--- config.mk ---
export PLATFORM = sky130hd
export DESIGN_NAME = multicycle_ctrl
export DESIGN_NICKNAME = d
export VERILOG_FILES = /design/src/rtl/mips_ctrl_pkg.sv /design/src/rtl/multicycle_ctrl.sv
export SDC_FILE = /design/constraint.sdc
export NUM_CORES = 1
export LEC_CHECK = 0
export BUFFER_PORTS_ARGS = -buffer_cell sky130_fd_sc_hd__buf_4
export CORE_AREA = 5 5 42 44
export CTS_CLUSTER_SIZE = 25
export DETAILED_ROUTE_END_ITERATION = 12
export DIE_AREA = 0 0 47 49
export PLACE_DENSITY_LB_ADDON = 0.15
export SETUP_SLACK_MARGIN = 0.4
export SYNTH_ARGS = -nofsm -noshare
export SYNTH_HDL_FRONTEND = slang
export SYNTH_SLANG_ARGS = --single-unit
--- constraint.sdc ---
create_clock -name Clk -period 3.88 [get_ports Clk]
set_input_delay 0.194 -clock Clk [delete_from_list [all_inputs] [get_ports Clk]]
set_output_delay 0.194 -clock Clk [all_outputs]
set_load 0.02 [all_outputs]
--- src/rtl/mips_ctrl_pkg.sv ---
// ----------------------------------------------------------------------------
// mips_ctrl_pkg
// Shared constants for the multicycle MIPS control unit: FSM state codes,
// primary opcodes, and the ALUSrcB / ALUOp / PCSource mux encodings.
// Optional feature macro used by importers: MULTICYCLE_CTRL_ADDI_EN
// (enables the ADDI path). The constants here are present in all builds.
// ----------------------------------------------------------------------------
package mips_ctrl_pkg;

    // FSM state codes (4-bit). Codes 12-14 are unused.
    typedef enum logic [3:0] {
        S_FETCH  = 4'd0,
        S_DECODE = 4'd1,
        S_MEMADR = 4'd2,
        S_MEMRD  = 4'd3,
        S_MEMWB  = 4'd4,
        S_MEMWR  = 4'd5,
        S_EXEC   = 4'd6,
        S_RWB    = 4'd7,
        S_BRANCH = 4'd8,
        S_JUMP   = 4'd9,
        S_IEXEC  = 4'd10,
        S_IWB    = 4'd11,
        S_HALT   = 4'd15
    } state_t;

    // Primary opcodes, instruction bits [31:26]
    localparam logic [5:0] OP_RTYPE = 6'b000000;
    localparam logic [5:0] OP_J     = 6'b000010;
    localparam logic [5:0] OP_BEQ   = 6'b000100;
    localparam logic [5:0] OP_ADDI  = 6'b001000;
    localparam logic [5:0] OP_LW    = 6'b100011;
    localparam logic [5:0] OP_SW    = 6'b101011;

    // ALU B-operand select
    localparam logic [1:0] SRCB_B       = 2'd0;
    localparam logic [1:0] SRCB_FOUR    = 2'd1;
    localparam logic [1:0] SRCB_SEXT    = 2'd2;
    localparam logic [1:0] SRCB_SEXT_SH = 2'd3;

    // ALU operation select
    localparam logic [1:0] ALUOP_ADD   = 2'd0;
    localparam logic [1:0] ALUOP_SUB   = 2'd1;
    localparam logic [1:0] ALUOP_FUNCT = 2'd2;

    // Next-PC source select
    localparam logic [1:0] PCSRC_ALU    = 2'd0;
    localparam logic [1:0] PCSRC_ALUOUT = 2'd1;
    localparam logic [1:0] PCSRC_JUMP   = 2'd2;

endpackage

--- src/rtl/multicycle_ctrl.sv ---
// ----------------------------------------------------------------------------
// multicycle_ctrl
// Moore-style control FSM for a multicycle MIPS datapath (LW, SW, R-type,
// BEQ, J, and optionally ADDI).
//
// Optional feature macro: MULTICYCLE_CTRL_ADDI_EN
//   defined   -> opcode 001000 runs IEXEC, IWB
//   undefined -> opcode 001000 is illegal
//
// Parameters:
//   HALT_ON_ILLEGAL  1: undefined opcode parks in HALT until Reset
//                    0: undefined opcode returns to FETCH (NOP)
// Ports:
//   Clk        in   rising-edge clock
//   Reset      in   synchronous, active-high; forces FETCH
//   Opcode[5:0] in  instruction-register bits [31:26]
//   Zero       in   ALU zero flag (used only in BRANCH)
//   PCEn, IorD, MemRead, MemWrite, IRWrite, MemtoReg, RegDst, RegWrite,
//   ALUSrcA    out  datapath control strobes/selects
//   ALUSrcB[1:0], ALUOp[1:0], PCSource[1:0]  out  mux encodings
//   State[3:0] out  current state code
//   Halt       out  high while in HALT
// ----------------------------------------------------------------------------
module multicycle_ctrl
    import mips_ctrl_pkg::*;
#(
    parameter bit HALT_ON_ILLEGAL = 1'b1
) (
    input  logic       Clk,
    input  logic       Reset,
    input  logic [5:0] Opcode,
    input  logic       Zero,
    output logic       PCEn,
    output logic       IorD,
    output logic       MemRead,
    output logic       MemWrite,
    output logic       IRWrite,
    output logic       MemtoReg,
    output logic       RegDst,
    output logic       RegWrite,
    output logic       ALUSrcA,
    output logic [1:0] ALUSrcB,
    output logic [1:0] ALUOp,
    output logic [1:0] PCSource,
    output logic [3:0] State,
    output logic       Halt
);

    // Plain 4-bit vector so the unused codes 12-14 are representable and
    // recover through the default arm of the next-state logic.
    logic [3:0] r_state;
    logic [3:0] w_next;
    logic [3:0] w_illegal_next;

    assign w_illegal_next = HALT_ON_ILLEGAL ? S_HALT : S_FETCH;

    // State register: Reset wins over every transition, including HALT.
    always_ff @(posedge Clk) begin
        if (Reset) begin
            r_state <= S_FETCH;
        end else begin
            r_state <= w_next;
        end
    end

    // Next-state logic. Opcode is looked at only in DECODE and MEMADR.
    always_comb begin
        w_next = S_FETCH;
        case (r_state)
            S_FETCH:  w_next = S_DECODE;
            S_DECODE: begin
                case (Opcode)
                    OP_LW, OP_SW: w_next = S_MEMADR;
                    OP_RTYPE:     w_next = S_EXEC;
                    OP_BEQ:       w_next = S_BRANCH;
                    OP_J:         w_next = S_JUMP;
`ifdef MULTICYCLE_CTRL_ADDI_EN
                    OP_ADDI:      w_next = S_IEXEC;
`endif
                    default:      w_next = w_illegal_next;
                endcase
            end
            S_MEMADR: w_next = (Opcode == OP_LW) ? S_MEMRD : S_MEMWR;
            S_MEMRD:  w_next = S_MEMWB;
            S_MEMWB:  w_next = S_FETCH;
            S_MEMWR:  w_next = S_FETCH;
            S_EXEC:   w_next = S_RWB;
            S_RWB:    w_next = S_FETCH;
            S_BRANCH: w_next = S_FETCH;
            S_JUMP:   w_next = S_FETCH;
`ifdef MULTICYCLE_CTRL_ADDI_EN
            S_IEXEC:  w_next = S_IWB;
            S_IWB:    w_next = S_FETCH;
`endif
            S_HALT:   w_next = S_HALT;
            default:  w_next = S_FETCH;
        endcase
    end

    // Output decode from State only; PCEn in BRANCH is the one exception
    // and follows Zero combinationally so the branch resolves this cycle.
    always_comb begin
        PCEn     = 1'b0;
        IorD     = 1'b0;
        MemRead  = 1'b0;
        MemWrite = 1'b0;
        IRWrite  = 1'b0;
        MemtoReg = 1'b0;
        RegDst   = 1'b0;
        RegWrite = 1'b0;
        ALUSrcA  = 1'b0;
        ALUSrcB  = SRCB_B;
        ALUOp    = ALUOP_ADD;
        PCSource = PCSRC_ALU;
        Halt     = 1'b0;
        case (r_state)
            S_FETCH: begin
                MemRead  = 1'b1;
                IRWrite  = 1'b1;
                ALUSrcB  = SRCB_FOUR;
                PCEn     = 1'b1;
                PCSource = PCSRC_ALU;
            end
            S_DECODE: begin
                // Precompute the branch target while the opcode decodes
                ALUSrcB = SRCB_SEXT_SH;
            end
            S_MEMADR: begin
                ALUSrcA = 1'b1;
                ALUSrcB = SRCB_SEXT;
            end
            S_MEMRD: begin
                MemRead = 1'b1;
                IorD    = 1'b1;
            end
            S_MEMWB: begin
                RegWrite = 1'b1;
                MemtoReg = 1'b1;
            end
            S_MEMWR: begin
                MemWrite = 1'b1;
                IorD     = 1'b1;
            end
            S_EXEC: begin
                ALUSrcA = 1'b1;
                ALUOp   = ALUOP_FUNCT;
            end
            S_RWB: begin
                RegWrite = 1'b1;
                RegDst   = 1'b1;
            end
            S_BRANCH: begin
                ALUSrcA  = 1'b1;
                ALUOp    = ALUOP_SUB;
                PCSource = PCSRC_ALUOUT;
                PCEn     = Zero;
            end
            S_JUMP: begin
                PCSource = PCSRC_JUMP;
                PCEn     = 1'b1;
            end
`ifdef MULTICYCLE_CTRL_ADDI_EN
            S_IEXEC: begin
                ALUSrcA = 1'b1;
                ALUSrcB = SRCB_SEXT;
                ALUOp   = ALUOP_ADD;
            end
            S_IWB: begin
                RegWrite = 1'b1;
            end
`endif
            S_HALT: begin
                Halt = 1'b1;
            end
            default: ;
        endcase
    end

    assign State = r_state;

endmodule
# == Word-level counts from Yosys, hierarchy flattened ==
# Index checks and enable logic that the tools add are counted.
# totals
memories,0
regBits,4
ramBits,0
latch_bits,0
romBits,0
# op_classes
n_shift,0
n_eq_ne,14
mul,0
n_reduce_logical,8
n_div,0
add_sub_neg,0
n_lt_le_gt_ge,0
bitwise,0
mux,16
# ops
op,count
$pmux 4 s6,1
$eq 4x3->1 const B,4
$pmux 4 s4,1
$eq 4x4->1 const B,3
$eq 6x6->1 const B,2
$reduce_or 2->1,5
$mux 1,9
$eq 4x2->1 const B,2
$pmux 2 s2,2
$eq 6x2->1 const B,1
$eq 6x3->1 const B,1
$logic_not 6->1,1
$pmux 2 s3,1
$eq 4x1->1 const B,1
$logic_not 4->1,1
$mux 3,1
$reduce_or 3->1,1
$pmux 1 s2,1

# == Longest topological paths before layout ==
# depth
depth_word,4
ltp_mapped,5

# == Worst setup path after synthesis ==
# Ideal clock, no wire load.
# synth_timing
path_kind,register -> output
from,register r_state[0] (netlist: State[0])
to,output PCEn
n_path_buf,1
t_arrival_ns,1.918
slack_ns,1.768
path_stages_with_launch,4
cell_sequence,dfxtp_1 buf_2 nor2_1 a2111oi_0
# synth_via
elab_chain_len,3
elab_cells_between_ends,5
# synth_lines
element,line,text
"start, declared",multicycle_ctrl.sv:51,logic [3:0] r_state;
"start signal, assigned",multicycle_ctrl.sv:62,r_state <= w_next;
$eq 4x4->1 or $logic_not 4->1 (tied branches),multicycle_ctrl.sv:116,case (r_state)
$reduce_or 2->1 (no line),-,
$pmux 1 s2 (*),multicycle_ctrl.sv:116,
"end, declared",multicycle_ctrl.sv:33,"output logic PCEn,"
# Every way passes the cells marked *; elsewhere a longest branch is shown, timed or not.

# == Final worst setup path ==
# layout_timing
from,register r_state[1] (netlist: State[1])
to,output ALUSrcA
# layout_via
elab_chain_len,3
elab_cells_between_ends,5
# layout_lines
element,line,text
"$eq 4x4->1, or another cell as far along",multicycle_ctrl.sv:116,
$reduce_or 3->1 (no line) (*),-,
$mux 1 (*),multicycle_ctrl.sv:116,
"end, declared",multicycle_ctrl.sv:41,"output logic ALUSrcA,"
# Marked as above.

==> metrics.txt <==
status finished clean; Starting DRT DRC Count 7; Synth Register Bits 4; CP Buf/Inv Count 2; Cell Pwr Density 986 nW/µm²; antenna viol nets, final 0; CTS tree built; fin crit share 44.3%; root buf cell clkbuf_4; largest net degree at the start of global routing 16; fin cells 105; worst-margin pin slew 467 ps; Core Footprint 1400 µm²; dpl cells 102; Setup crit start kind flop; Die H 49 µm; CP top delay family flip-flops; share of cells above drive strength 1 36.0%; Mapped Nets 72; # nets final 100; clock transition at the registers of the reported paths 40 ps; Final Hold Viols 0; Avg Inst Size Synth 6.95 µm²; Slew Limit Fails 0; antenna fix cells 0; full die area 2300 µm²; cts hold-fix bufs 0; vias per cell 5.14; max incr delay on CP 580 ps; Seq/Total Area, Yosys 18.3%; commonest non-fill, non-tap cell in the layout buf_4; via count 540; WS Path Type flop to output port; GPL Wtd Cong 0.774; Design Area, Final 646 µm²; final setup fails 0; io pins 29; Worst path slowest cell dfxtp_1; Tmin final 1720 ps; wire per inst 11.8 µm; maximum vdd drop 0.371 mV; leading cell types in the layout, fill and taps excluded buf_4, nor2_1; CTS resizes 0; # Post-CTS Setup Buffers 0; number of antenna violations at the first check in global routing 0; Crit path arrival time 1530 ps; fmax 581 MHz; initial core utilization 31.3%; Num Clock Sinks 4; Max Root-Sink Buffers 2; Worst-Skew Late Latency 230 ps; GRT Overall Usage 11.6%; H-tree depth 1; Post-Syn Area 438 µm²; RSZ-0062 raised after global routing no; Mapped Cells 63; skew final 3.36 ps; Post-Route Utilization 46.1%; area of placed instances 623 µm²; First-pass DRT Iterations 4; Syn. warnings 0; total routed wirelength 1240 µm; # rows 14; first-pass GRT wire length 2060 µm; die width 47 µm; number of remaining DRC errors 0; CP Max Fanout 14; DPL Wire Length 1000 µm; area delta synth->final 47.4%; max reg flops 4; required time worst endpoint 3690 ps; CTS Buf Count 3; static leakage 0.298 nW; hold slack 292 ps; grt ovf 0; Synth cell types 29; worst rel slew slack 68.8%; Worst setup EP type output port; MaxCap Viol Count 0; Sum Neg Setup Slack 0 ps; hold crit path type input pin to flop; number of global-route vias before repair 466; Cell Chain, Critical Path inv_1 > mux2_2 > nor2_1 > buf_4; PortBufs 28
logic make-up after synthesis:
| group | after synthesis | share of synthesized area (%) |
|---|---|---|
| buffers and inverters | 7 | 12.0 |
| AOI/OAI and AO/OA | 13 | 19.7 |
| xor gates and xnor gates | 3 | 6.00 |
| DFF | 4 | 18.3 |
| and+or+nand+nor | 35 | 41.4 |
| muxes | 1 | 2.57 |
power by group:
part	internal, mW	switching, mW	leakage (nW)
combinational	0.204	0.264	0.251
sequential	0.0599	0.0589	0.0330
clock	0.0344	0.0146	0.0138
per-stage QoR:
step	power (mW)	worst slack (ps)
floorplan	0.426	1770
global placement	0.590	2420
detailed placement	0.592	2380
CTS	0.643	2140
global route	0.690	2000
finish	0.636	2160
routing by layer:
metal	routed length (µm)	track usage (%)	share of wire [%]
met1	529	14.0	43
met2	561	18.6	45
met3	146	4.80	12
met4	0	2.76	0
met5	0	0	0
Yosys cell counts:
| cell type | n | share of area, % |
|---|---|---|
| nor4_1 | 1 | 1.4 |
| inv_1 | 2 | 1.7 |
| buf_4 | 1 | 1.7 |
| nand2b_1 | 4 | 5.7 |
| xnor2_1 | 2 | 4.0 |
| clkbuf_8 | 2 | 6.3 |
| a21oi_1 | 4 | 4.6 |
| nand4_1 | 1 | 1.4 |
| o21ai_1 | 1 | 1.1 |
| nor3_1 | 3 | 3.4 |
| nand3b_1 | 1 | 1.7 |
| nand3_1 | 4 | 4.6 |
| o31ai_1 | 1 | 1.7 |
| or2_1 | 1 | 1.4 |
| nand4b_1 | 1 | 2.0 |
| dfxtp_1 | 4 | 18 |
| and2_1 | 2 | 2.9 |
| a31oi_1 | 3 | 4.3 |
| xor2_1 | 1 | 2.0 |
| nor2b_1 | 1 | 1.4 |
| o21bai_1 | 1 | 1.7 |
| o31a_1 | 1 | 2.0 |
| nand2_1 | 3 | 2.6 |
| a2111oi_0 | 1 | 2.0 |
| buf_2 | 2 | 2.3 |
| or4_1 | 2 | 3.4 |
| nor2_1 | 11 | 9.4 |
| mux2_2 | 1 | 2.6 |
| a221o_1 | 1 | 2.3 |
area by class of cell:
cell class                      count  area, µm²
Multi-Input combinational cell     52        305
Fill cell                         158        756
Clock buffer                        3       22.5
Tap cell                           16       20.0
Inverter                            2       7.51
Sequential cell                     4       80.1
Timing Repair Buffer               28        210
path summary, 6_finish.rpt:
path         endpoint  slack (ps)  cells past startpoint       from
max           ALUSrcA        2160                      4   State[1]
max reg2reg  State[1]        2390                      3   State[0]
min          State[1]         290                      3  Opcode[4]
min reg2reg  State[3]         700                      2   State[2]
worst reg2reg max path, delay by kind of cell, from the launching register on:
kind / cells / cell delay, ps
flops: 1 / 440
simple gates: 1 / 600
compound gates: 2 / 390
Power figures use the tool's default switching activity.
